[config.mk]
export PLATFORM = sky130hd
export DESIGN_NAME = noc_port_arbiter
export DESIGN_NICKNAME = d
export VERILOG_FILES = /design/src/rtl/noc_port_arbiter.sv
export SDC_FILE = /design/constraint.sdc
export NUM_CORES = 1
export LEC_CHECK = 0
export ABC_AREA = 1
export CORE_MARGIN = 4
export CORE_UTILIZATION = 47
export DETAILED_ROUTE_END_ITERATION = 12
export PLACE_DENSITY = 0.83
export SYNTH_ARGS = -nofsm -noshare
export SYNTH_HDL_FRONTEND = slang
export SYNTH_SLANG_ARGS = --single-unit
export TNS_END_PERCENT = 100
[constraint.sdc]
create_clock -name clk -period 4.4 [get_ports clk]
set_input_delay 0.88 -clock clk [delete_from_list [all_inputs] [get_ports clk]]
set_output_delay 0.88 -clock clk [all_outputs]
set_load 0.03 [all_outputs]
[src/rtl/noc_port_arbiter.sv]
// -----------------------------------------------------------------------------
// noc_port_arbiter
//   Round-robin arbiter for one mesh-router output link. Up to NUM_REQ input
//   stages compete for a single FLIT_W-bit link; at most one flit per cycle is
//   granted and registered onto the link. Downstream flow control is
//   credit-based: each grant consumes a credit, each credit_return refunds one.
//
//   Ports
//     clk, rst_n      clock (rising edge) and async active-low reset
//     en              1 = grants allowed (takes effect from the next cycle)
//     req_valid       per-requester flit-present flags
//     req_flit        packed flits, requester i at [i*FLIT_W +: FLIT_W]
//     req_ready       one-hot grant (combinational), flit consumed this cycle
//     out_valid       one-cycle pulse: out_flit is being sent downstream
//     out_flit        registered winning flit
//     credit_return   downstream released one buffer slot
//     credit_cnt      credits currently available
//     grant_id        index of the most recently granted requester
//     credit_err      sticky: a credit was returned while already at CREDITS
// -----------------------------------------------------------------------------
module noc_port_arbiter #(
    parameter int unsigned NUM_REQ = 5,
    parameter int unsigned FLIT_W  = 11,
    parameter int unsigned CREDITS = 4
) (
    input  logic                             clk,
    input  logic                             rst_n,
    input  logic                             en,
    input  logic [NUM_REQ-1:0]               req_valid,
    input  logic [NUM_REQ*FLIT_W-1:0]        req_flit,
    output logic [NUM_REQ-1:0]               req_ready,
    output logic                             out_valid,
    output logic [FLIT_W-1:0]                out_flit,
    input  logic                             credit_return,
    output logic [$clog2(CREDITS+1)-1:0]     credit_cnt,
    output logic [$clog2(NUM_REQ)-1:0]       grant_id,
    output logic                             credit_err
);

    localparam int unsigned CNT_W = $clog2(CREDITS + 1);
    localparam int unsigned ID_W  = $clog2(NUM_REQ);

    typedef enum logic [1:0] {
        IDLE  = 2'd0,
        RUN   = 2'd1,
        STALL = 2'd2
    } state_e;

    state_e              state_q, state_d;
    logic [ID_W-1:0]     ptr_q, ptr_d;
    logic [CNT_W-1:0]    credit_cnt_q, credit_cnt_d;
    logic                credit_err_q, credit_err_d;
    logic                out_valid_q, out_valid_d;
    logic [FLIT_W-1:0]   out_flit_q, out_flit_d;
    logic [ID_W-1:0]     grant_id_q, grant_id_d;

    logic                win_found;
    logic [ID_W-1:0]     win_idx;
    logic                grant_c;

    // ---------------------------------------------------------------------
    // Round-robin search: first valid requester starting at ptr_q, wrapping.
    // ---------------------------------------------------------------------
    always_comb begin : p_search
        int unsigned j;
        win_found = 1'b0;
        win_idx   = '0;
        j         = 0;
        for (int unsigned k = 0; k < NUM_REQ; k++) begin
            j = 32'(ptr_q) + k;
            if (j >= NUM_REQ) begin
                j = j - NUM_REQ;
            end
            if (!win_found && req_valid[ID_W'(j)]) begin
                win_found = 1'b1;
                win_idx   = ID_W'(j);
            end
        end
    end

    // ---------------------------------------------------------------------
    // FSM: state register.
    // ---------------------------------------------------------------------
    always_ff @(posedge clk or negedge rst_n) begin
        if (!rst_n) begin
            state_q <= IDLE;
        end else begin
            state_q <= state_d;
        end
    end

    // ---------------------------------------------------------------------
    // FSM: next state. The registered state reflects the en sampled at the
    // previous edge together with the credit count that is now registered.
    // ---------------------------------------------------------------------
    always_comb begin
        state_d = state_q;
        if (!en) begin
            state_d = IDLE;
        end else if (credit_cnt_d == '0) begin
            state_d = STALL;
        end else begin
            state_d = RUN;
        end
    end

    // ---------------------------------------------------------------------
    // FSM: outputs. Grants only in RUN, so a same-cycle credit_return can
    // never unblock a STALL; reset forces IDLE and therefore req_ready=0.
    // ---------------------------------------------------------------------
    always_comb begin
        grant_c   = 1'b0;
        req_ready = '0;
        if (state_q == RUN && win_found) begin
            grant_c   = 1'b1;
            req_ready = NUM_REQ'(1) << win_idx;
        end
    end

    // ---------------------------------------------------------------------
    // Link register, pointer and grant id update.
    // ---------------------------------------------------------------------
    always_comb begin
        out_valid_d = 1'b0;
        out_flit_d  = out_flit_q;
        grant_id_d  = grant_id_q;
        ptr_d       = ptr_q;
        if (grant_c) begin
            out_valid_d = 1'b1;
            out_flit_d  = req_flit[32'(win_idx)*FLIT_W +: FLIT_W];
            grant_id_d  = win_idx;
            if (32'(win_idx) == NUM_REQ - 1) begin
                ptr_d = '0;
            end else begin
                ptr_d = win_idx + ID_W'(1);
            end
        end
    end

    // ---------------------------------------------------------------------
    // Credit counter: grant consumes, return refunds, both cancel out.
    // A lone return at full count is dropped and flagged.
    // ---------------------------------------------------------------------
    always_comb begin
        credit_cnt_d = credit_cnt_q;
        credit_err_d = credit_err_q;
        unique case ({grant_c, credit_return})
            2'b10: credit_cnt_d = credit_cnt_q - CNT_W'(1);
            2'b01: begin
                if (credit_cnt_q == CNT_W'(CREDITS)) begin
                    credit_err_d = 1'b1;
                end else begin
                    credit_cnt_d = credit_cnt_q + CNT_W'(1);
                end
            end
            default: ;
        endcase
    end

    always_ff @(posedge clk or negedge rst_n) begin
        if (!rst_n) begin
            ptr_q        <= '0;
            credit_cnt_q <= CNT_W'(CREDITS);
            credit_err_q <= 1'b0;
            out_valid_q  <= 1'b0;
            out_flit_q   <= '0;
            grant_id_q   <= '0;
        end else begin
            ptr_q        <= ptr_d;
            credit_cnt_q <= credit_cnt_d;
            credit_err_q <= credit_err_d;
            out_valid_q  <= out_valid_d;
            out_flit_q   <= out_flit_d;
            grant_id_q   <= grant_id_d;
        end
    end

    assign out_valid  = out_valid_q;
    assign out_flit   = out_flit_q;
    assign credit_cnt = credit_cnt_q;
    assign credit_err = credit_err_q;
    assign grant_id   = grant_id_q;

endmodule

# Yosys cells after proc, flatten, opt, wreduce, memory -nomap -nowiden
# Index checks and enable logic that the tools add are counted.
[op_classes]
addsub = 12
mul = 1
n_lt_le_gt_ge = 10
eq_ne = 5
n_shift = 2
mux = 33
n_reduce_logical = 11
[ops]
columns = ["op", "count"]
rows = [
  ["$shiftx 55x8->11", 1],
  ["$mux 3", 12],
  ["$lt 3x4->1 const B", 5],
  ["$ge 4x3->1 const B", 4],
  ["$bmux 1 s3", 5],
  ["$sub 3x3->3 const B", 5],
  ["$mux 1", 12],
  ["$add 3x2->4 const B", 2],
  ["$mul 3x4->7 const B", 1],
  ["$add 3x1->3 const B", 2],
  ["$eq 3x3->1 const B", 2],
  ["$pmux 3 s2", 1],
  ["$logic_and 1x1->1", 5],
  ["$mux 5", 1],
  ["$shl 1x3->5 const A", 1],
  ["$add 3x1->4 const B", 1],
  ["$add 3x3->4 const B", 1],
  ["$eq 2x1->1 const B", 2],
  ["$logic_not 1->1", 4],
  ["$mux 2", 2],
  ["$ge 3x3->1 const B", 1],
  ["$logic_not 3->1", 1],
  ["$sub 3x1->3 const B", 1],
  ["$eq 2x2->1 const B", 1],
  ["$reduce_and 2->1", 1],
]
[totals]
regBits = 24
input_bits = 64
out_inout_bits = 24
wordCells = 81

# Depth between registers and ports, before layout
[logic_depth]
word_depth = 24
mapped_depth = 26
depth_no_buf = 24

# Least setup slack after synthesis
# No wires, ideal clock.
[synth_path]
kind = "register to output"
from = "register ptr_q[0]"
to = "output req_ready[3]"
arrival_time_ns = 3.379
required_ns = 3.520
setup_slack_ns = 0.141
path_stages_with_launch = 22
path_buffers = 2
cell_sequence = "dfrtp_1 > buf_4 > inv_2 > ha_1 > inv_1 > fa_1 > inv_1 > nand2_2 > o21ai_0 > nor3_1 > a21oi_2 > nand3_4 > nor2_8 > nand2_2 > nand2_1 > nor2_1 > nor2_2 > buf_4 > ha_1 > ha_1 > inv_1 > nor2_1"
[synth_via]
elab_chain_len = 19
elab_cells_between_ends = 50
cone_classes = "add/sub: 9; order compare: 5; shift: 1; mux: 26; reduce/logical: 9"
[synth_rtl]
columns = ["element", "line_no", "rtl"]
rows = [
  ["from (decl)", "50", "logic [ID_W-1:0] ptr_q, ptr_d;"],
  ["from (signal assigned)", "169", "ptr_q <= ptr_d;"],
  ["branches (longest 16 deep; another with $add 3x1->4)", "n/a", ""],
  ["$mux 3 *", "74", "if (!win_found && req_valid[ID_W'(j)]) begin"],
  ["net win_idx[1]", "58", "logic [ID_W-1:0] win_idx;"],
  ["$shl 1x3->5 *", "116", "req_ready = NUM_REQ'(1) << win_idx;"],
  ["$mux 5 *", "114", "if (state_q == RUN && win_found) begin"],
  ["to (decl)", "31", "output logic [NUM_REQ-1:0] req_ready,"],
]
# Mark *: on every way through the listed nets, which the timed path passes. The select of a mux whose other input is x is not followed.

# Worst setup path after layout
[layout_path]
from = "register ptr_q[1]"
to = "output req_ready[3]"
[layout_via]
elab_chain_len = 19
elab_cells_between_ends = 50
cone_classes = "add/sub: 9; order compare: 5; shift: 1; mux: 26; reduce/logical: 9"
[layout_rtl]
columns = ["element", "line_no"]
rows = [
  ["branches (longest 18 deep; another with $add 3x1->4)", "n/a"],
  ["$mux 5 *", "114"],
]
# Every way passes the cells marked *. The select of a mux whose other input is x is not followed.

==> flow_metrics.py <==
metrics = {
    "synth": {
        "synthFlopType": "dfrtp_1",
        "seq_area_frac_synth_pct": 22.1,
        "ys_types": 41,
        "yosysMostFrequentCell": "nand2_1",
        "synth.avg_cell_area_um2": 6.47,
        "netlist_area_um2": 2730,
        "synthCells": 422,
        "synth_top_area_share_pct": 21.1,
        "postSynthNetCount": 504,
        "yosys_warnings": 0,
        "synth_seq_cells": 24,
        "synth_edf_count": 0,
        "ys_top_cells_by_count": "nand2_1, nand3_1, inv_1",
        "synthArstFlopShare_pct": 100,
        "synth_area_leaders": "dfrtp_1, nand2_1, nand3_1",
        "yosysTopAreaCell": "dfrtp_1",
    },
    "cts": {
        "numCtsBuffers": 3,
        "clk_latency_ns": 0.26,
        "htree_levels": 1,
        "cts_tree": "yes",
        "cts-root-buf": "clkbuf_8",
        "clock_sinks": 24,
        "clockBufferDepth": 2,
        "path_clk_slew_ns": 0.09,
    },
    "floorplan": {
        "rows": 27,
        "io_pins": 88,
        "start_util_pct": 49.0,
        "die_w_um": 84.2,
        "dieArea_um2": 7090,
        "die_h_um": 84.2,
        "core_area_um2": 5570,
    },
    "grt": {
        "grt_max_degree": 25,
        "grt_pass1_vias": 3135,
        "grt_use_total_pct": 24.3,
        "grt_pass1_wl_mm": 14.4,
        "antenna_found_initial": 0,
        "grt_overflow_total": 0,
    },
    "layout": {
        "instances_no_fill": 596,
        "area_growth_pct": 47.9,
        "drive_gt1_share_pct": 21.4,
        "antenna_cells": 0,
        "nNetsFinal": 607,
    },
    "sta": {
        "tns_ns": 0,
        "min_period_ns": 4.31,
        "hold_violations": 0,
        "clock.fmax_mhz": 232,
        "hold_ws_ns": 0.495,
        "finalCritPeriodShare_pct": 97.9,
        "setup_violations": 0,
        "relSlewSlack_pct": 25.7,
        "finalMaxSlewViolations": 0,
        "tightest_slew_ns": 1.11,
        "finClkSkew_ns": 0.00221,
    },
    "run_status": {
        "status": "complete, no violations",
    },
    "route": {
        "wl_per_cell_um": 14.9,
        "drtAntennaViolNets": 0,
        "via_per_inst": 5.38,
        "drt-initial-drc-count": 175,
        "vias": 3208,
        "wl_mm": 8.87,
        "drc": 0,
        "firstDrtPassIters": 5,
    },
    "run": {
        "cap_violations": 0,
    },
    "placement": {
        "post-dp-hpwl_mm": 6.58,
        "gp_congestion": 0.978,
        "portBuffers": 87,
        "placedCellCount": 576,
    },
    "critical_path": {
        "cp_max_fo": 7,
        "cp_data_required_time_ns": 3.52,
        "critPathLaunchType": "flip-flop",
        "critPathArrivalTime_ns": 3.43,
        "end_kind": "output pin",
        "critPathKind": "reg2out",
    },
    "hold_path": {
        "hold_class": "reg2reg",
    },
}
## cells in the final DEF, fill, tap and decap left out, drive strengths merged, types with 2 or more instances in the layout
cell and count:
a21oi 18, buf 31, clkbuf 3, clkdlybuf4s50 82, dfrtp 23, ha 17
inv 56, nand2 126, nand3 83, nand4 12, nor2 35, o211ai 3
o21ai 21, or2 2, xor2 3
## cell type report
type | instances | area, µm²
clock buffer | 3 | 41.3
clock inverter | 1 | 30.0
fill | 430 | 1540
inverter | 56 | 215
multi-input combinational | 327 | 1980
sequential | 24 | 604
tap | 72 | 90.1
timing repair buffer | 113 | 1070
## critical path, cell delays in order, from the launching register on
cell and delay [ns]:
dfrtp_2 0.43, inv_2 0.12, ha_2 0.36, nand2_2 0.10, nand2_4 0.14, nand2_4 0.08
nand2_4 0.10, nand2_1 0.08, nand3_1 0.10, nand2_2 0.08, a21oi_4 0.16, nand3_4 0.12
nor2_8 0.17, nand2_4 0.09, nand2_4 0.09, nor2_1 0.06, nor2_2 0.20, ha_2 0.21
ha_2 0.15, inv_1 0.03, nor2_1 0.10, buf_4 0.17
## metrics by stage
step | instance area [µm²] | util (%) | setup slack, ns
global placement | 3660 | 65.7 | 0.275
floorplan | 2730 | - | 0.141
global route | 4040 | 72.4 | -0.116
CTS | 3770 | 67.6 | 0.00191
detailed placement | 3660 | 65.7 | 0.209
finish | 4040 | 72.4 | 0.0943
## flip-flops by register name, summed over array words and instances (netlist names)
signal      cells
state_q         2
grant_id        3
credit_cnt      3
out_valid       1
credit_err      1
out_flit       11
ptr_q           3
## timing repair
item                                    in CTS  in global routing
setup buffers                                2                 14
gates cloned                                 0                  0
endpoints found under the setup margin       5                  5
pin swaps                                    2                 15
resized for setup                           10                 44
hold buffers                                 0                  0
## logic make-up after synthesis
| kind of cell | count (synthesis) | synth area share, % |
|---|---|---|
| AOI/OAI and AO/OA | 45 | 9.68 |
| DFF | 24 | 22.1 |
| buffers and inverters | 71 | 11.5 |
| and+or+nand+nor | 260 | 46.7 |
| adders and majority gates | 18 | 8.53 |
| xor gates and xnor gates | 4 | 1.56 |
## final timing paths
check	end	startpoint	cells past startpoint	slack (ns)
worst max-delay path	req_ready[3]	ptr_q[1]	21	0.09
worst min-delay path	grant_id[1]	grant_id[1]	2	0.50
worst max register to register	state_q[1]	ptr_q[1]	21	0.83
worst min register to register	grant_id[1]	grant_id[1]	2	0.50
max in group asynchronous	ptr_q[2]	rst_n	1	2.45
min in group asynchronous	out_flit[7]	rst_n	1	1.21
## metal layers
metal  GRT usage [%]  share of wire, %
met5               0                 0
met2            40.1                47
met4            6.73               2.4
met3            6.08               7.9
met1            31.5                43
Power is not shown: default switching activity piles up to over one toggle a cycle in this logic, so the estimate is an artifact.
